<file path="config.mk">
export PLATFORM = sky130hd
export DESIGN_NAME = imm_gen_pipe
export DESIGN_NICKNAME = d
export VERILOG_FILES = /design/src/rtl/imm_gen_pipe.sv
export SDC_FILE = /design/constraint.sdc
export NUM_CORES = 1
export LEC_CHECK = 0
export CAP_MARGIN = 25
export CORE_MARGIN = 2
export CORE_UTILIZATION = 30
export CTS_BUF_LIST = sky130_fd_sc_hd__clkbuf_8
export DETAILED_ROUTE_END_ITERATION = 7
export DONT_BUFFER_PORTS = 1
export MAX_ROUTING_LAYER = met4
export PLACE_DENSITY = 0.46
export SLEW_MARGIN = 20
export SYNTH_ARGS = -nofsm -noshare
export SYNTH_HDL_FRONTEND = slang
export SYNTH_SLANG_ARGS = --single-unit
</file>
<file path="constraint.sdc">
create_clock -name clk -period 2.3 [get_ports clk]
set_input_delay 0.345 -clock clk [delete_from_list [all_inputs] [get_ports clk]]
set_output_delay 0.345 -clock clk [all_outputs]
set_load 0.01 [all_outputs]
</file>
<file path="src/rtl/imm_gen_pipe.sv">
// imm_gen_pipe: two-stage immediate extender and pc+imm target adder
// for the decode stage, valid/ready handshake on both sides.
module imm_gen_pipe #(
  parameter int XLEN  = 32,
  parameter int TAG_W = 5
) (
  input  logic             clk,
  input  logic             rstn,
  input  logic             flush,
  input  logic             in_valid,
  output logic             in_ready,
  input  logic [31:0]      in_instr,
  input  logic [2:0]       in_immsrc,
  input  logic [XLEN-1:0]  in_pc,
  input  logic [TAG_W-1:0] in_tag,
  output logic             out_valid,
  input  logic             out_ready,
  output logic [XLEN-1:0]  out_imm,
  output logic [XLEN-1:0]  out_target,
  output logic [TAG_W-1:0] out_tag,
  output logic             out_illegal
);

  if (XLEN != 32 && XLEN != 64) begin : g_bad_xlen
    $error("imm_gen_pipe: XLEN must be 32 or 64");
  end

  typedef enum logic [2:0] {
    FMT_I   = 3'b000,
    FMT_S   = 3'b001,
    FMT_B   = 3'b010,
    FMT_J   = 3'b011,
    FMT_U   = 3'b100,
    FMT_IU  = 3'b101,
    FMT_Z   = 3'b110,
    FMT_BAD = 3'b111
  } fmt_e;

  typedef struct packed {
    logic [XLEN-1:0]  imm;
    logic [XLEN-1:0]  pc;
    logic [TAG_W-1:0] tag;
    logic             illegal;
  } s1_t;

  typedef struct packed {
    logic [XLEN-1:0]  imm;
    logic [XLEN-1:0]  target;
    logic [TAG_W-1:0] tag;
    logic             illegal;
  } s2_t;

  logic [31:0]     raw;
  logic            sx;
  logic            bad;
  logic [XLEN-1:0] ext;

  logic s1_valid;
  logic s2_valid;
  logic s2_adv;
  logic accept;
  s1_t  s1;
  s2_t  s2;

  // raw is the 32-bit immediate; sx says whether it extends past bit 31
  always_comb begin
    raw = '0;
    sx  = 1'b1;
    bad = 1'b0;
    unique case (fmt_e'(in_immsrc))
      FMT_I: raw = {{20{in_instr[31]}}, in_instr[31:20]};
      FMT_S: raw = {{20{in_instr[31]}}, in_instr[31:25],
                    in_instr[11:7]};
      FMT_B: raw = {{19{in_instr[31]}}, in_instr[31],
                    in_instr[7], in_instr[30:25],
                    in_instr[11:8], 1'b0};
      FMT_J: raw = {{11{in_instr[31]}}, in_instr[31],
                    in_instr[19:12], in_instr[20],
                    in_instr[30:21], 1'b0};
      FMT_U: raw = {in_instr[31:12], 12'b0};
      FMT_IU: begin
        raw = {20'b0, in_instr[31:20]};
        sx  = 1'b0;
      end
      FMT_Z: begin
        raw = {27'b0, in_instr[19:15]};
        sx  = 1'b0;
      end
      FMT_BAD: begin
        raw = '0;
        bad = 1'b1;
      end
    endcase
  end

  assign ext = sx ? XLEN'($signed(raw)) : XLEN'(raw);

  assign s2_adv   = !s2_valid || out_ready;
  assign in_ready = !s1_valid || s2_adv;
  assign accept   = in_valid && in_ready;

  always_ff @(posedge clk or negedge rstn) begin
    if (!rstn) begin
      s1_valid <= 1'b0;
      s2_valid <= 1'b0;
    end else if (flush) begin
      s1_valid <= 1'b0;
      s2_valid <= 1'b0;
    end else begin
      if (s2_adv) s2_valid <= s1_valid;
      if (in_ready) s1_valid <= in_valid;
    end
  end

  always_ff @(posedge clk or negedge rstn) begin
    if (!rstn) begin
      s1 <= '0;
    end else if (accept) begin
      s1.imm     <= ext;
      s1.pc      <= in_pc;
      s1.tag     <= in_tag;
      s1.illegal <= bad;
    end
  end

  // carry-out of the target adder is dropped, so targets wrap
  always_ff @(posedge clk or negedge rstn) begin
    if (!rstn) begin
      s2 <= '0;
    end else if (s2_adv && s1_valid) begin
      s2.imm     <= s1.imm;
      s2.target  <= s1.pc + s1.imm;
      s2.tag     <= s1.tag;
      s2.illegal <= s1.illegal;
    end
  end

  assign out_valid   = s2_valid;
  assign out_imm     = s2.imm;
  assign out_target  = s2.target;
  assign out_tag     = s2.tag;
  assign out_illegal = s2.illegal;

endmodule

</file>
==> impl_metrics.py <==
metrics = {
    "clock_tree": {
        "numCtsBuffers": 17,
        "clkSinkCount": 142,
        "clk_latency_ps": 460,
        "cts_tree": "built",
        "clk_pin_slew_worst_paths_ps": 100,
        "clk_path_buf_depth": 2,
        "htreeDepth": 4,
        "cts_root_buf": "clkbuf_8",
    },
    "worst_setup_path": {
        "path_common_cell": "buf_4",
        "path_cells": "ha_4 -> a211oi_2 -> o211ai_1 -> buf_4 -> a211oi_4 -> o21ai_2 -> buf_4 -> buf_4 -> buf_4 -> xnor2_2 -> o21ai_0",
        "path_max_fanout": 3,
        "max_stage_delay_ps": 420,
        "crit_type": "flop to flop",
        "cp.required_ps": 2680,
        "crit_slowest_cell": "dfrtp_1",
        "crit_family": "compound AO/OA/AOI/OAI gates",
        "cp-end-kind": "flop",
        "critPathBufInv": 4,
        "critPathArrivalTime_ps": 2820,
        "critPathLaunchType": "flop",
    },
    "synthesis": {
        "syn-instance-count": 843,
        "yosysWarnings": 0,
        "ys.flop_type": "dfrtp_1",
        "ys_ff_latch": 142,
        "ys_seq_area_share_pct": 48.6,
        "syn-cell-area_um2": 7310,
        "syn-num-nets": 952,
        "synth-edff-count": 0,
        "async_reset_ff_share_pct": 100,
        "synth.distinct_cells": 61,
        "avgSynthCellArea_um2": 8.67,
    },
    "global_routing": {
        "grt_pass1_wl_um": 37300,
        "gr-total-overflow": 0,
        "grt_max_degree": 143,
        "antenna_found_initial": 0,
        "globalRouteTotalUtil_pct": 19.5,
        "grt_pass1_vias": 6402,
    },
    "status": {
        "status": "finished with violations",
        "violations": "negative hold slack, negative setup slack",
    },
    "place": {
        "dp_hpwl_um": 17400,
        "dp_slack_ps": -275,
        "place_area_um2": 8450,
        "numPortBuffers": 0,
        "gp_congestion": 0.820,
    },
    "power": {
        "power_density_nw_per_um2": 767,
        "p_leak_nw": 4.69,
        "irDropWorstVdd_mv": 0.316,
        "design_power_total_mw": 7.54,
    },
    "sta": {
        "fmax_ghz": 0.411,
        "setup_ws_ps": -132,
        "fin_hold_ws_ps": -427,
        "setup_viol": 10,
        "min_period_ps": 2430,
        "slew_headroom_pct": 64.2,
        "fin_crit_sh_pct": 106,
        "finalMaxSlewViolations": 0,
        "hold_viol": 142,
        "rsz0062_at_grt": "true",
        "finalClockSkew_ps": 19.8,
        "timing.setup.tns_ps": -666,
        "worst_pin_slew_ps": 531,
    },
    "routing": {
        "drtAntennaViolNets": 0,
        "wl_met1_um": 11800,
        "viasPerCell": 4.75,
        "wire_per_inst_um": 17.8,
        "drtIter0Drc": 358,
        "drt_pre_antenna_iters": 5,
        "met3_length_um": 1240,
        "drt_wl_total_um": 23700,
        "highest_layer": "met4",
        "post-route-drc-count": 0,
        "via_count": 6337,
        "dr_wl_met2_um": 10400,
    },
    "floorplanning": {
        "die-area_um2": 25600,
        "die_x_um": 160,
        "core.rowCount": 57,
        "fp.dieH_um": 160,
        "num_io_pins": 149,
        "design.core.area_um2": 24100,
        "initial_core_util_pct": 30.3,
    },
    "min_path": {
        "hp-class": "primary input to asynchronous set/reset pin",
    },
    "run": {
        "drv_cap": 0,
    },
    "finish": {
        "layout-drive-gt1-share_pct": 22.9,
        "num_antenna_cells": 0,
        "fin_nets": 1105,
        "syn_to_final_growth_pct": 34.6,
        "stdcell_area_um2": 9830,
    },
}
[cells in the mapped netlist, drive strengths merged (10+ instances only)]
library cell	number	area share (%)
a21o	12	1.4
nand4	10	1.1
nand3	19	1.3
dfrtp	142	49
nand2	310	16
xnor2	14	1.7
a221o	13	1.8
nor2	32	1.6
clkbuf	39	2.0
ha	31	5.3
o21ai	50	3.4
a21oi	49	3.4
[per-layer routing]
| metal | GRT usage [%] | up-vias |
|---|---|---|
| met4 | 4.83 | 0 |
| met3 | 4.44 | 10 |
| met2 | 28.2 | 155 |
| met1 | 27.5 | 2987 |
| met5 | - | - |
| li1 | - | 3185 |
[cells in the final DEF, fill, tap and decap left out, types with 5 or more instances in the layout]
| cell | n |
|---|---|
| nand2_1 | 308 |
| dfrtp_1 | 141 |
| buf_4 | 127 |
| dlygate4sd3_1 | 44 |
| a21oi_1 | 43 |
| o21ai_0 | 37 |
| nor2_1 | 30 |
| nand3_1 | 18 |
| ha_1 | 18 |
| clkbuf_8 | 17 |
| a221o_1 | 13 |
| xnor2_1 | 12 |
| ha_4 | 11 |
| inv_1 | 10 |
| a21o_1 | 10 |
| nand4_1 | 9 |
| o21ai_1 | 9 |
| inv_6 | 7 |
| o211ai_1 | 6 |
| xor2_1 | 6 |
| nor2b_1 | 5 |
| a22o_1 | 5 |
| mux2i_1 | 5 |
| a211oi_2 | 5 |
| buf_6 | 5 |
[layout make-up]
class	count	area, um2
fillers	2491	14300
clock buffers	17	234
inverters	9	33.8
well taps	324	405
clock inverters	15	125
repair buffers	179	1510
flip-flops and latches	142	3550
multi-input cells	647	3970
[worst paths after layout]
| kind | from | to | slack [ps] | depth (start not counted) |
|---|---|---|---|---|
| worst max register to register | s1[7] | out_target[21] | -130 | 11 |
| worst min register to register | s1[4] | out_tag[3] | 480 | 2 |
| max in group asynchronous | rstn | s1[19] | 2500 | 0 |
| min in group clk | in_pc[15] | s1[21] | 30 | 2 |
| worst min-delay path | rstn | out_target[12] | -430 | 0 |
| worst max-delay path | s1[7] | out_target[21] | -130 | 11 |
[through the flow]
step / hold slack, ps / std cells / utilization, %
after floorplan: 49.4 / 843 / -
after global placement: 55.7 / 1234 / 35.0
after detailed placement: 54.4 / 1234 / 35.0
after CTS: -464 / 1317 / 39.4
after global routing: -480 / 1333 / 40.8
final: -427 / 1333 / 40.8
[flip-flops by register name, indices dropped and copies added (netlist names)]
signal and count:
out_tag 5, s1 70, out_illegal 1, s1_valid 1
out_imm 32, out_target 32, out_valid 1
[power breakdown]
part	total (mW)	internal, mW	switching [mW]
sequential	3.39	2.90	0.493
combinational	2.20	1.09	1.11
clock	1.94	0.781	1.16
[logic make-up (layout without fill, tap and decap cells)]
group                      Yosys count  in the layout  share of synthesized area, %
DFF                                142            142                          48.6
AOI/OAI and AO/OA                  176            176                          15.9
xor gates and xnor gates            22             22                          2.64
muxes                                7              7                         0.976
and+or+nand+nor                    410            410                          23.4
buffers and inverters               54            220                          2.83
adders and majority gates           32             32                          5.58
[repair_timing]
| item | 4_1_cts | 5_1_grt |
|---|---|---|
| hold buffers | 42 | 2 |
| pin swaps | 23 | 31 |
| endpoints found under the hold margin | 185 | 144 |
| resized for setup | 41 | 38 |
| setup buffers | 9 | 15 |
| setup endpoints to repair | 19 | 23 |
Power figures use the tool's default switching activity.
